===== src/rtl/segment_scan_ctrl.sv =====
// Multiplexed 4-digit 7-segment scan controller with BCD conversion.
// Optional macro LEADING_ZERO_BLANK_EN blanks tens digits that are zero.
module segment_scan_ctrl #(
    parameter int PRESCALE = 1024
) (
    input  logic        clock,
    input  logic        reset,
    input  logic [11:0] data_show,
    input  logic        data_valid,
    output logic        data_ready,
    output logic [2:0]  byte_status,
    output logic [3:0]  bytee,
    output logic [3:0]  digit_bcd,
    output logic        frame_done
);

    localparam logic [15:0] PRE_MAX = 16'(PRESCALE - 1);

    typedef enum logic [1:0] {
        IDLE,
        CONV,
        WAIT_FRAME
    } state_t;

    state_t      state;
    state_t      state_next;
    logic [15:0] pre_cnt;
    logic        tick;
    logic        wrap;
    logic [5:0]  rem_lo;
    logic [5:0]  rem_hi;
    logic [3:0]  tens_lo;
    logic [3:0]  tens_hi;
    logic        lo_big;
    logic        hi_big;
    logic [15:0] pend;
    logic [15:0] disp;

    assign tick   = (pre_cnt == PRE_MAX);
    assign wrap   = tick && (byte_status == 3'd7);
    assign lo_big = (rem_lo >= 6'd10);
    assign hi_big = (rem_hi >= 6'd10);

    always_ff @(posedge clock) begin
        if (reset) begin
            pre_cnt     <= '0;
            byte_status <= '0;
            frame_done  <= 1'b0;
        end else begin
            pre_cnt     <= tick ? 16'd0 : pre_cnt + 16'd1;
            byte_status <= tick ? byte_status + 3'd1 : byte_status;
            frame_done  <= wrap;
        end
    end

    always_ff @(posedge clock) begin
        if (reset) begin
            state <= IDLE;
        end else begin
            state <= state_next;
        end
    end

    always_comb begin
        state_next = state;
        data_ready = 1'b0;
        unique case (state)
            IDLE: begin
                data_ready = 1'b1;
                if (data_valid) begin
                    state_next = CONV;
                end
            end
            CONV: begin
                if (!lo_big && !hi_big) begin
                    state_next = WAIT_FRAME;
                end
            end
            WAIT_FRAME: begin
                if (wrap) begin
                    state_next = IDLE;
                end
            end
            default: state_next = IDLE;
        endcase
    end

    // Both fields divide by repeated subtraction in lockstep.
    always_ff @(posedge clock) begin
        if (reset) begin
            rem_lo  <= '0;
            rem_hi  <= '0;
            tens_lo <= '0;
            tens_hi <= '0;
            pend    <= '0;
            disp    <= '0;
        end else begin
            if (state == IDLE && data_valid) begin
                rem_hi  <= data_show[11:6];
                rem_lo  <= data_show[5:0];
                tens_lo <= '0;
                tens_hi <= '0;
            end
            if (state == CONV) begin
                if (lo_big) begin
                    rem_lo  <= rem_lo - 6'd10;
                    tens_lo <= tens_lo + 4'd1;
                end
                if (hi_big) begin
                    rem_hi  <= rem_hi - 6'd10;
                    tens_hi <= tens_hi + 4'd1;
                end
                if (!lo_big && !hi_big) begin
                    pend <= {tens_hi, rem_hi[3:0], tens_lo, rem_lo[3:0]};
                end
            end
            if (state == WAIT_FRAME && wrap) begin
                disp <= pend;
            end
        end
    end

    always_comb begin
        bytee     = 4'b0000;
        digit_bcd = 4'd0;
        unique case (byte_status)
            3'd0: begin
                bytee     = 4'b0001;
                digit_bcd = disp[3:0];
            end
            3'd2: begin
                bytee     = 4'b0010;
                digit_bcd = disp[7:4];
`ifdef LEADING_ZERO_BLANK_EN
                if (disp[7:4] == 4'd0) begin
                    bytee = 4'b0000;
                end
`endif
            end
            3'd4: begin
                bytee     = 4'b0100;
                digit_bcd = disp[11:8];
            end
            3'd6: begin
                bytee     = 4'b1000;
                digit_bcd = disp[15:12];
`ifdef LEADING_ZERO_BLANK_EN
                if (disp[15:12] == 4'd0) begin
                    bytee = 4'b0000;
                end
`endif
            end
            default: begin
                bytee     = 4'b0000;
                digit_bcd = 4'd0;
            end
        endcase
    end

endmodule


===== config.mk =====
export PLATFORM = sky130hd
export DESIGN_NAME = segment_scan_ctrl
export DESIGN_NICKNAME = d
export VERILOG_FILES = /design/src/rtl/segment_scan_ctrl.sv
export SDC_FILE = /design/constraint.sdc
export NUM_CORES = 1
export LEC_CHECK = 0
export BUFFER_PORTS_ARGS = -buffer_cell sky130_fd_sc_hd__buf_2
export CAP_MARGIN = 15
export CORE_ASPECT_RATIO = 1.5
export CORE_UTILIZATION = 60
export DETAILED_ROUTE_END_ITERATION = 8
export MAX_ROUTING_LAYER = met4
export PLACE_DENSITY = 0.76
export SYNTH_ARGS = -nofsm -noshare
export SYNTH_HDL_FRONTEND = slang
export SYNTH_SLANG_ARGS = --single-unit
export TNS_END_PERCENT = 30

===== constraint.sdc =====
create_clock -name clock -period 2.9 [get_ports clock]
set_input_delay 0.87 -clock clock [delete_from_list [all_inputs] [get_ports clock]]
set_output_delay 0.87 -clock clock [all_outputs]
set_load 0.05 [all_outputs]

==> flow_summary.json <==
{
  "critPathRequiredTime_ns": 2.03,
  "fin_crit_ns": 2.76,
  "slew_violations": 0,
  "cts_tree": "done",
  "totalWireLength_um": 7500,
  "path_cells": "inv_1, ha_1, nor2b_2, a22o_1, a221o_1, buf_2",
  "cp.buffers_inverters": 2,
  "io_buffers": 27,
  "drive_gt1_share_pct": 16.1,
  "fin_nets": 466,
  "seq_area_frac_synth_pct": 41.8,
  "drtPass1Iterations": 4,
  "routabilityCongestion": 0.790,
  "power_density_mw_per_mm2": 564,
  "fin_crit_sh_pct": 95.2,
  "cts-resized-gates": 0,
  "setup_viol": 0,
  "crit_path_max_incr_delay_ns": 0.40,
  "yosys_warnings": 0,
  "clock-sinks": 74,
  "postRouteAntennaNets": 0,
  "cts_root_buffer": "clkbuf_8",
  "dpl.hpwl_um": 5240,
  "syn_nets": 442,
  "startpoint_type": "flip-flop",
  "synth.largest_area_cell": "dfxtp_1",
  "path_class": "flip-flop to output port",
  "grt_max_degree": 36,
  "core_mm2": 0.00557,
  "cp-end-kind": "output port",
  "yosys-top-cells-area": "dfxtp_1, o21ai_0, a21oi_1",
  "synth_edf_count": 0,
  "power_frac_comb_pct": 14.1,
  "io_pins": 28,
  "internal_power_mw": 1.60,
  "finalSetupTns_ns": 0,
  "clk_pin_slew_ns": 0.08,
  "p_clk_share_pct": 36.4,
  "clock_skew_ns": 0.0102,
  "vdd_ir_drop_max_mv": 0.413,
  "grt_pass1_vias": 2814,
  "die_h_um": 96.1,
  "antenna_found_initial": 0,
  "vias_per_cell": 5.88,
  "rsz0062_at_grt": "no",
  "grt_pass1_wl_um": 12600,
  "placed_cells_incl_taps": 501,
  "p_sw_share_pct": 28.5,
  "syn_to_final_growth_pct": 11.7,
  "grtUsageTotal_pct": 27.0,
  "outcome": "complete, no violations",
  "netlist_instances": 418,
  "postCtsSetupBuffers": 0,
  "num_rows": 33,
  "ys_types": 48,
  "ys_ff_latch": 74,
  "cts_hold_buf": 0,
  "slew_headroom_pct": 63.8,
  "numCtsBuffers": 9,
  "clk_latency_ns": 0.34,
  "clk_path_buf_depth": 2,
  "cp_slowest_cell": "dfxtp_1",
  "netlist_area_mm2": 0.00354,
  "die-area_mm2": 0.00622,
  "synthArstFlopShare_pct": 0,
  "crit_family": "compound AO/OA/AOI/OAI gates",
  "synthFlopType": "dfxtp_1",
  "num_vias": 3042,
  "cap_viol_max_count": 0,
  "tightest_slew_ns": 0.541,
  "arrival_ns": 1.89,
  "synth_top_cell_area_share_pct": 41.8,
  "hold_violations": 0,
  "wl_per_cell_um": 14.5,
  "overflow": 0,
  "p_leak_nw": 1.43,
  "antennaDiodeCount": 0,
  "synth_area_per_cell_um2": 8.47,
  "hp-class": "flip-flop to flip-flop",
  "finalPower_mw": 2.23,
  "switching_power_mw": 0.636,
  "initial_core_util_pct": 63.5,
  "max_freq_mhz": 362,
  "die_w_um": 64.7,
  "htreeDepth": 3,
  "layout_setup_ws_ns": 0.140,
  "post-place-ws_ns": 0.511,
  "drtIter0Drc": 175,
  "drc": 0,
  "worstPathMaxFanout": 5,
  "stdcell_count": 517,
  "pwr-share-seq_pct": 49.5
}
-- cell families after synthesis --
logic type | count (synthesis) | synth area share (%)
multiplexers | 7 | 2.08
flip-flops | 74 | 41.8
AND/OR/NAND/NOR | 145 | 23.3
AO/OA/AOI/OAI | 128 | 21.1
buffers and inverters | 41 | 5.09
adder cells (fa/ha/maj) | 9 | 3.18
XOR/XNOR | 14 | 3.46
-- synth_stat cells, types with 5 or more instances --
cell and number:
nor2_1 30, o21ai_0 45, nand4_1 19, nor2b_1 24, ha_1 9, xnor2_1 11, inv_1 14, a211oi_1 6
dfxtp_1 74, o21ai_1 5, o31ai_1 6, a21oi_1 42, clkbuf_1 19, nand2b_1 16, nand3_1 9, nor3_1 5
nand2_1 15
-- state kept, by name, summed over array words and instances (netlist names) --
name	count
rem_hi	6
tens_lo	4
state	2
pend	16
tens_hi	4
frame_done	1
pre_cnt	16
byte_status	3
disp	16
rem_lo	6
-- per-layer routing --
metal	track usage (%)	routed length, µm	vias to the layer above
met2	47.4	3840	48
met3	4.38	184	9
met1	29.9	3360	1440
met4	11.7	120	0
li1	-	-	1545
met5	-	0	-
-- tightest hold or removal path, delay by kind of cell (launching register included) --
kind            cells  cell delay (ns)
flops               1             0.31
compound gates      1             0.05
simple gates        1             0.05
-- path summary, 6_finish.rpt --
kind                        from  slack (ns)      endpoint  cells past startpoint
hold / removal         rem_lo[0]        0.46     rem_lo[0]                      2
setup / recovery  byte_status[1]        0.14  digit_bcd[2]                      6
hold reg to reg        rem_lo[0]        0.46     rem_lo[0]                      2
setup reg to reg     pre_cnt[13]        0.68    pre_cnt[9]                      4
-- layout make-up --
class,instances,area [µm²]
Multi-Input combinational cell,303,1900
Fill cell,475,1620
Clock inverter,6,66.3
Timing Repair Buffer,40,233
Inverter,14,52.6
Sequential cell,74,1480
Clock buffer,10,138
Tap cell,70,87.6
-- placed cells by master, fill, tap and decap left out, types with 4 or more instances in the layout --
cell type  instances
a211oi_1           6
a21oi_1           42
a221o_1            4
a22o_1             4
and2_1             4
buf_2             27
buf_4             13
clkbuf_8          10
dfxtp_1           73
ha_1               9
inv_1             14
mux2i_1            4
nand2_1           15
nand2b_1          16
nand3_1            9
nand4_1           19
nor2_1            30
nor2b_1           22
nor3_1             5
o21ai_0           45
o21ai_1            5
o31ai_1            6
xnor2_1           11
-- metrics by stage --
step           cell area, µm²  utilization (%)  hold slack (ns)
6_report                 3960             71.0            0.455
5_1_grt                  3960             71.0            0.483
4_1_cts                  3960             71.0            0.461
3_5_place_dp             3750             67.3            0.450
3_3_place_gp             3750             67.3            0.442
2_1_floorplan            3560                -            0.437
-- power groups by stage --
| stage | registers (mW) | logic, mW | clock network [mW] |
|---|---|---|---|
| 2_1_floorplan | 1.11 | 0.241 | 0 |
| 3_3_place_gp | 1.12 | 0.308 | 0 |
| 3_5_place_dp | 1.13 | 0.316 | 0 |
| 4_1_cts | 1.10 | 0.317 | 0.823 |
| 5_1_grt | 1.11 | 0.349 | 0.871 |
| 6_report | 1.10 | 0.315 | 0.813 |
Note: power is estimated with default switching activity, not from simulation.
